**config.mk**
```make
export PLATFORM = sky130hd
export DESIGN_NAME = bram_wr_arbiter
export DESIGN_NICKNAME = d
export VERILOG_FILES = /design/src/rtl/bram_wr_arbiter.sv
export SDC_FILE = /design/constraint.sdc
export NUM_CORES = 1
export LEC_CHECK = 0
export ABC_AREA = 1
export CORE_MARGIN = 8
export CORE_UTILIZATION = 43
export CTS_CLUSTER_DIAMETER = 80
export CTS_CLUSTER_SIZE = 8
export DETAILED_ROUTE_END_ITERATION = 8
export PLACE_DENSITY = 0.89
export SYNTH_ARGS = -nofsm -noshare
export SYNTH_HDL_FRONTEND = slang
export SYNTH_SLANG_ARGS = --single-unit
```
**constraint.sdc**
```tcl
create_clock -name clk -period 1.8 [get_ports clk]
set_input_delay 0.18 -clock clk [delete_from_list [all_inputs] [get_ports clk]]
set_output_delay 0.18 -clock clk [all_outputs]
set_load 0.1 [all_outputs]
```
**src/rtl/bram_wr_arbiter.sv**
```systemverilog
// bram_wr_arbiter: two-port BRAM write arbiter with sticky ownership and a bounded burst length
// Grants are combinational; the winning write is registered onto the BRAM port one cycle later.
module bram_wr_arbiter #(
    parameter int ABITS    = 8,
    parameter int DBITS    = 64,
    parameter int MAXBURST = 16
) (
    input  logic             clk,
    input  logic             rst,
    input  logic             req0_valid,
    input  logic [ABITS-1:0] req0_addr,
    input  logic [DBITS-1:0] req0_data,
    output logic             req0_ready,
    input  logic             req1_valid,
    input  logic [ABITS-1:0] req1_addr,
    input  logic [DBITS-1:0] req1_data,
    output logic             req1_ready,
    output logic [ABITS-1:0] wr_addr,
    output logic [DBITS-1:0] wr_data,
    output logic             wr_en,
    output logic [1:0]       owner
);
    typedef enum logic [1:0] {IDLE = 2'b00, OWN0 = 2'b01, OWN1 = 2'b10} state_t;
    localparam logic [7:0] MAX = 8'(MAXBURST);
    state_t     state, state_n;
    logic       prio, prio_n;
    logic [7:0] cnt, cnt_n;
    logic       keep0, keep1, grant, same;
    always_ff @(posedge clk) begin
        if (!rst) begin
            state   <= IDLE;
            prio    <= 1'b0;
            cnt     <= 8'd0;
            wr_en   <= 1'b0;
            wr_addr <= '0;
            wr_data <= '0;
        end else begin
            state <= state_n;
            prio  <= prio_n;
            cnt   <= cnt_n;
            wr_en <= grant;
            if (grant) begin
                wr_addr <= req0_ready ? req0_addr : req1_addr;
                wr_data <= req0_ready ? req0_data : req1_data;
            end
        end
    end
    // The owner keeps the port unless the other side is waiting and the burst is spent
    always_comb begin
        keep0      = req0_valid && (!req1_valid || cnt < MAX);
        keep1      = req1_valid && (!req0_valid || cnt < MAX);
        req0_ready = rst && (state == OWN0 ? keep0 :
                             state == OWN1 ? req0_valid && !keep1 :
                             req0_valid && (!req1_valid || !prio));
        req1_ready = rst && (state == OWN1 ? keep1 :
                             state == OWN0 ? req1_valid && !keep0 :
                             req1_valid && (!req0_valid || prio));
    end
    always_comb begin
        grant   = req0_ready || req1_ready;
        same    = (req0_ready && state == OWN0) || (req1_ready && state == OWN1);
        state_n = req0_ready ? OWN0 : req1_ready ? OWN1 : IDLE;
        cnt_n   = !grant ? 8'd0 : !same ? 8'd1 : cnt < MAX ? cnt + 8'd1 : MAX;
        prio_n  = (state == OWN0 && !req0_ready) ? !req1_ready :
                  (state == OWN1 && !req1_ready) ? req0_ready : prio;
    end
    assign owner = state;
endmodule

```
==> flow_metrics.py, run 1 <==
metrics = {
    "global_route": {
        "grtUsageTotal_pct": 20.8,
        "grt_first_pass_wirelength_mm": 27.1,
        "grt_pass1_vias": 5379,
        "overflow": 0,
        "antenna_found_initial": 0,
        "grt_max_degree": 58,
    },
    "drt": {
        "first_pass_iters": 5,
        "drt-total-wl_mm": 19.8,
        "viasPerCell": 5.36,
        "drt_iter0_drc": 544,
        "wl_per_cell_um": 18.3,
        "ant_nets": 0,
        "num_vias": 5797,
        "drc": 0,
    },
    "yosys": {
        "yosysWarningCount": 0,
        "synthesis.area_um2": 5080,
        "syn_avg_cell_area_um2": 7.15,
        "synth_cell_type_count": 25,
        "netlist_instances": 710,
        "synth_seq_cells": 84,
        "seq_area_frac_synth_pct": 33.1,
    },
    "die": {
        "io_pins": 225,
        "dieArea_um2": 15500,
        "die_w_um": 125,
        "start_util_pct": 44.3,
        "rows": 39,
        "core_area_um2": 11500,
        "die-height_um": 125,
    },
    "power_and_ir_drop": {
        "ir_worst_vdd_mv": 0.772,
        "powerDensity_nw_per_um2": 1220,
        "leakage_nw": 3.80,
    },
    "finish": {
        "syn_to_final_growth_pct": 61.5,
        "drive_gt1_share_pct": 36.0,
        "regArea_um2": 1690,
        "fillCellCount": 881,
        "finalInstanceArea_um2": 8200,
        "fin_nets": 1083,
        "diodes": 0,
        "multiInputGateArea_um2": 2830,
    },
    "sta": {
        "tns_ns": -0.395,
        "hold_slack_ns": 0.216,
        "rsz0062_at_grt": "true",
        "setup_ws_ns": -0.0757,
        "finalCritPeriodShare_pct": 104,
        "skew_ns": 0.00712,
        "slew_violations": 0,
        "slew_headroom_pct": 52.7,
        "hold_viol": 0,
        "period_needed_ns": 1.88,
        "worstMarginPinSlew_ns": 0.709,
        "max_freq_mhz": 533,
        "setup_viol_count_final": 29,
    },
    "outcome": {
        "status": "finished, violations left",
        "violations": "setup timing",
    },
    "placed_design": {
        "routabilityCongestion": 0.848,
        "place_area_um2": 7230,
        "io_buffers": 224,
        "dp_hpwl_mm": 11.8,
    },
    "clock_network": {
        "clock_latency_ns": 0.35,
        "ctsHoldBuffers": 0,
        "cts_buffers": 9,
        "h-tree-depth": 3,
        "cts_max_path_buffers": 2,
        "clk_pin_slew_worst_paths_ns": 0.06,
        "clock-sinks": 84,
        "tritoncts": "done",
        "ctsRootBufferMaster": "clkbuf_16",
    },
    "critical_path": {
        "worst_path_most_repeated_cell": "inv_2",
        "required_ns": 1.62,
        "arrival_ns": 1.70,
        "end_kind": "output pin",
        "crit_type": "register to output pin",
        "cp_slowest_cell": "dfxtp_4",
        "crit_fanout": 4,
        "rrSetupSlack_ns": -0.04,
        "max_stage_delay_ns": 0.35,
        "worstPathCellList": "inv_2 > nand2_2 > inv_2 > buf_4 > a21oi_4 > nand3_2 > nand2_4 > buf_6 > buf_12",
        "start_kind": "register",
    },
    "flow_run": {
        "maxCapViolCount": 0,
    },
    "min_path": {
        "hold_class": "primary input to register",
    },
}
metrics by stage:
step | std cells | utilization [%] | total power (W) | setup WS [ns]
floorplan | 712 | - | 0.00616 | 0.0138
global placement | 1039 | 63.0 | 0.00732 | -0.101
detailed placement | 1039 | 63.0 | 0.00736 | -0.170
CTS | 1060 | 66.5 | 0.00950 | -0.0510
global route | 1081 | 71.5 | 0.0104 | -0.151
finish | 1081 | 71.5 | 0.0100 | -0.0757
area by class of cell:
type | count | share of cell area [%]
clock buffer | 11 | 3.22
timing repair buffer | 274 | 34.5
multi-input combinational | 481 | 34.5
tap | 143 | 2.18
clock inverter | 4 | 0.854
inverter | 84 | 4.09
sequential | 84 | 20.7
what timing repair did:
| action | CTS | global route |
|---|---|---|
| pin swaps | 5 | 16 |
| setup endpoints to repair | 3 | 81 |
| gates cloned | 0 | 15 |
| buffers inserted | 6 | 6 |
| resized for setup | 7 | 61 |
registers in the layout, indices dropped and copies added (netlist names):
name / count
owner: 2
wr_addr: 8
cnt: 8
wr_data: 64
prio: 1
wr_en: 1
critical path, delay by kind of cell, from the launching register on:
kind                   cells  cell delay [ns]
and+or+nand+nor            3             0.30
DFF                        1             0.35
AOI/OAI and AO/OA          1             0.17
buffers and inverters      5             0.53
path summary, 6_finish.rpt:
path,start,to,cells past startpoint
worst max-delay path,owner[0],req1_ready,9
worst min-delay path,rst,wr_data[15],3
worst max register to register,owner[0],wr_data[0],13
worst min register to register,wr_data[20],wr_data[20],2
kinds of logic (layout without fill, tap and decap cells):
logic type	count (synthesis)	count (layout)	synth area share [%]
xor gates and xnor gates	2	2	0.345
adders and majority gates	1	1	0.246
AOI/OAI and AO/OA	78	78	13.0
and+or+nand+nor	397	397	38.8
other	1	3	0.0738
DFF	84	84	33.1
buffers and inverters	147	373	14.5
cell usage in the layout (no fill, tap or decap), types with 2 or more instances in the layout:
master,instances
a21oi_1,4
a21oi_2,70
buf_12,8
buf_16,4
buf_4,94
buf_6,8
buf_8,3
bufinv_16,2
clkbuf_16,20
clkdlybuf4s50_1,146
clkinv_2,2
conb_1,3
dfxtp_1,78
dfxtp_2,4
dfxtp_4,2
inv_1,76
inv_2,5
nand2_1,144
nand2_2,88
nand2_4,9
nand3_1,68
nand3_2,7
nand4_1,72
nor2_1,4
nor2_4,2
power by group:
part | internal [W] | switching (W) | leakage, nW
clock network | 0.00133 | 0.000767 | 0.167
logic | 0.00169 | 0.00387 | 2.93
registers | 0.00218 | 0.000182 | 0.696
total | 0.00519 | 0.00482 | 3.80
synthesized netlist by cell type:
master    instances  area [um^2]
xor2_1            1         8.76
a21oi_1           5         25.0
inv_2             6         22.5
buf_4             8         60.1
buf_12            8          160
buf_6             1         11.3
nand2_1         167          627
nand2_4           1         11.3
conb_1            1         3.75
buf_2            12         60.1
clkbuf_1         34          128
a31oi_1           1         6.26
nand4_1          72          450
o21ai_0           1         5.00
nand3_1          75          375
o21ai_2           1         8.76
ha_1              1         12.5
nor2_1            7         26.3
a21oi_2          70          613
nand2_2          73          457
nand3_4           1         17.5
xnor2_1           1         8.76
or2_2             1         6.26
dfxtp_1          84         1680
inv_1            78          293
metal layers:
metal	global-route usage, %	wire [um]	up-vias
met5	0	0	-
met4	8.93	586	0
met3	6.47	1650	39
met2	33.8	9670	297
met1	24.8	7840	2710
li1	-	-	2751
No activity file was read; power rests on OpenSTA's default activity.
==> run 2, diff against run 1 <==
Settings changed: CAP_MARGIN set to 20.
==> results of run 2 <==
No change in the layout: final DEF, timing and power equal those of run 1.
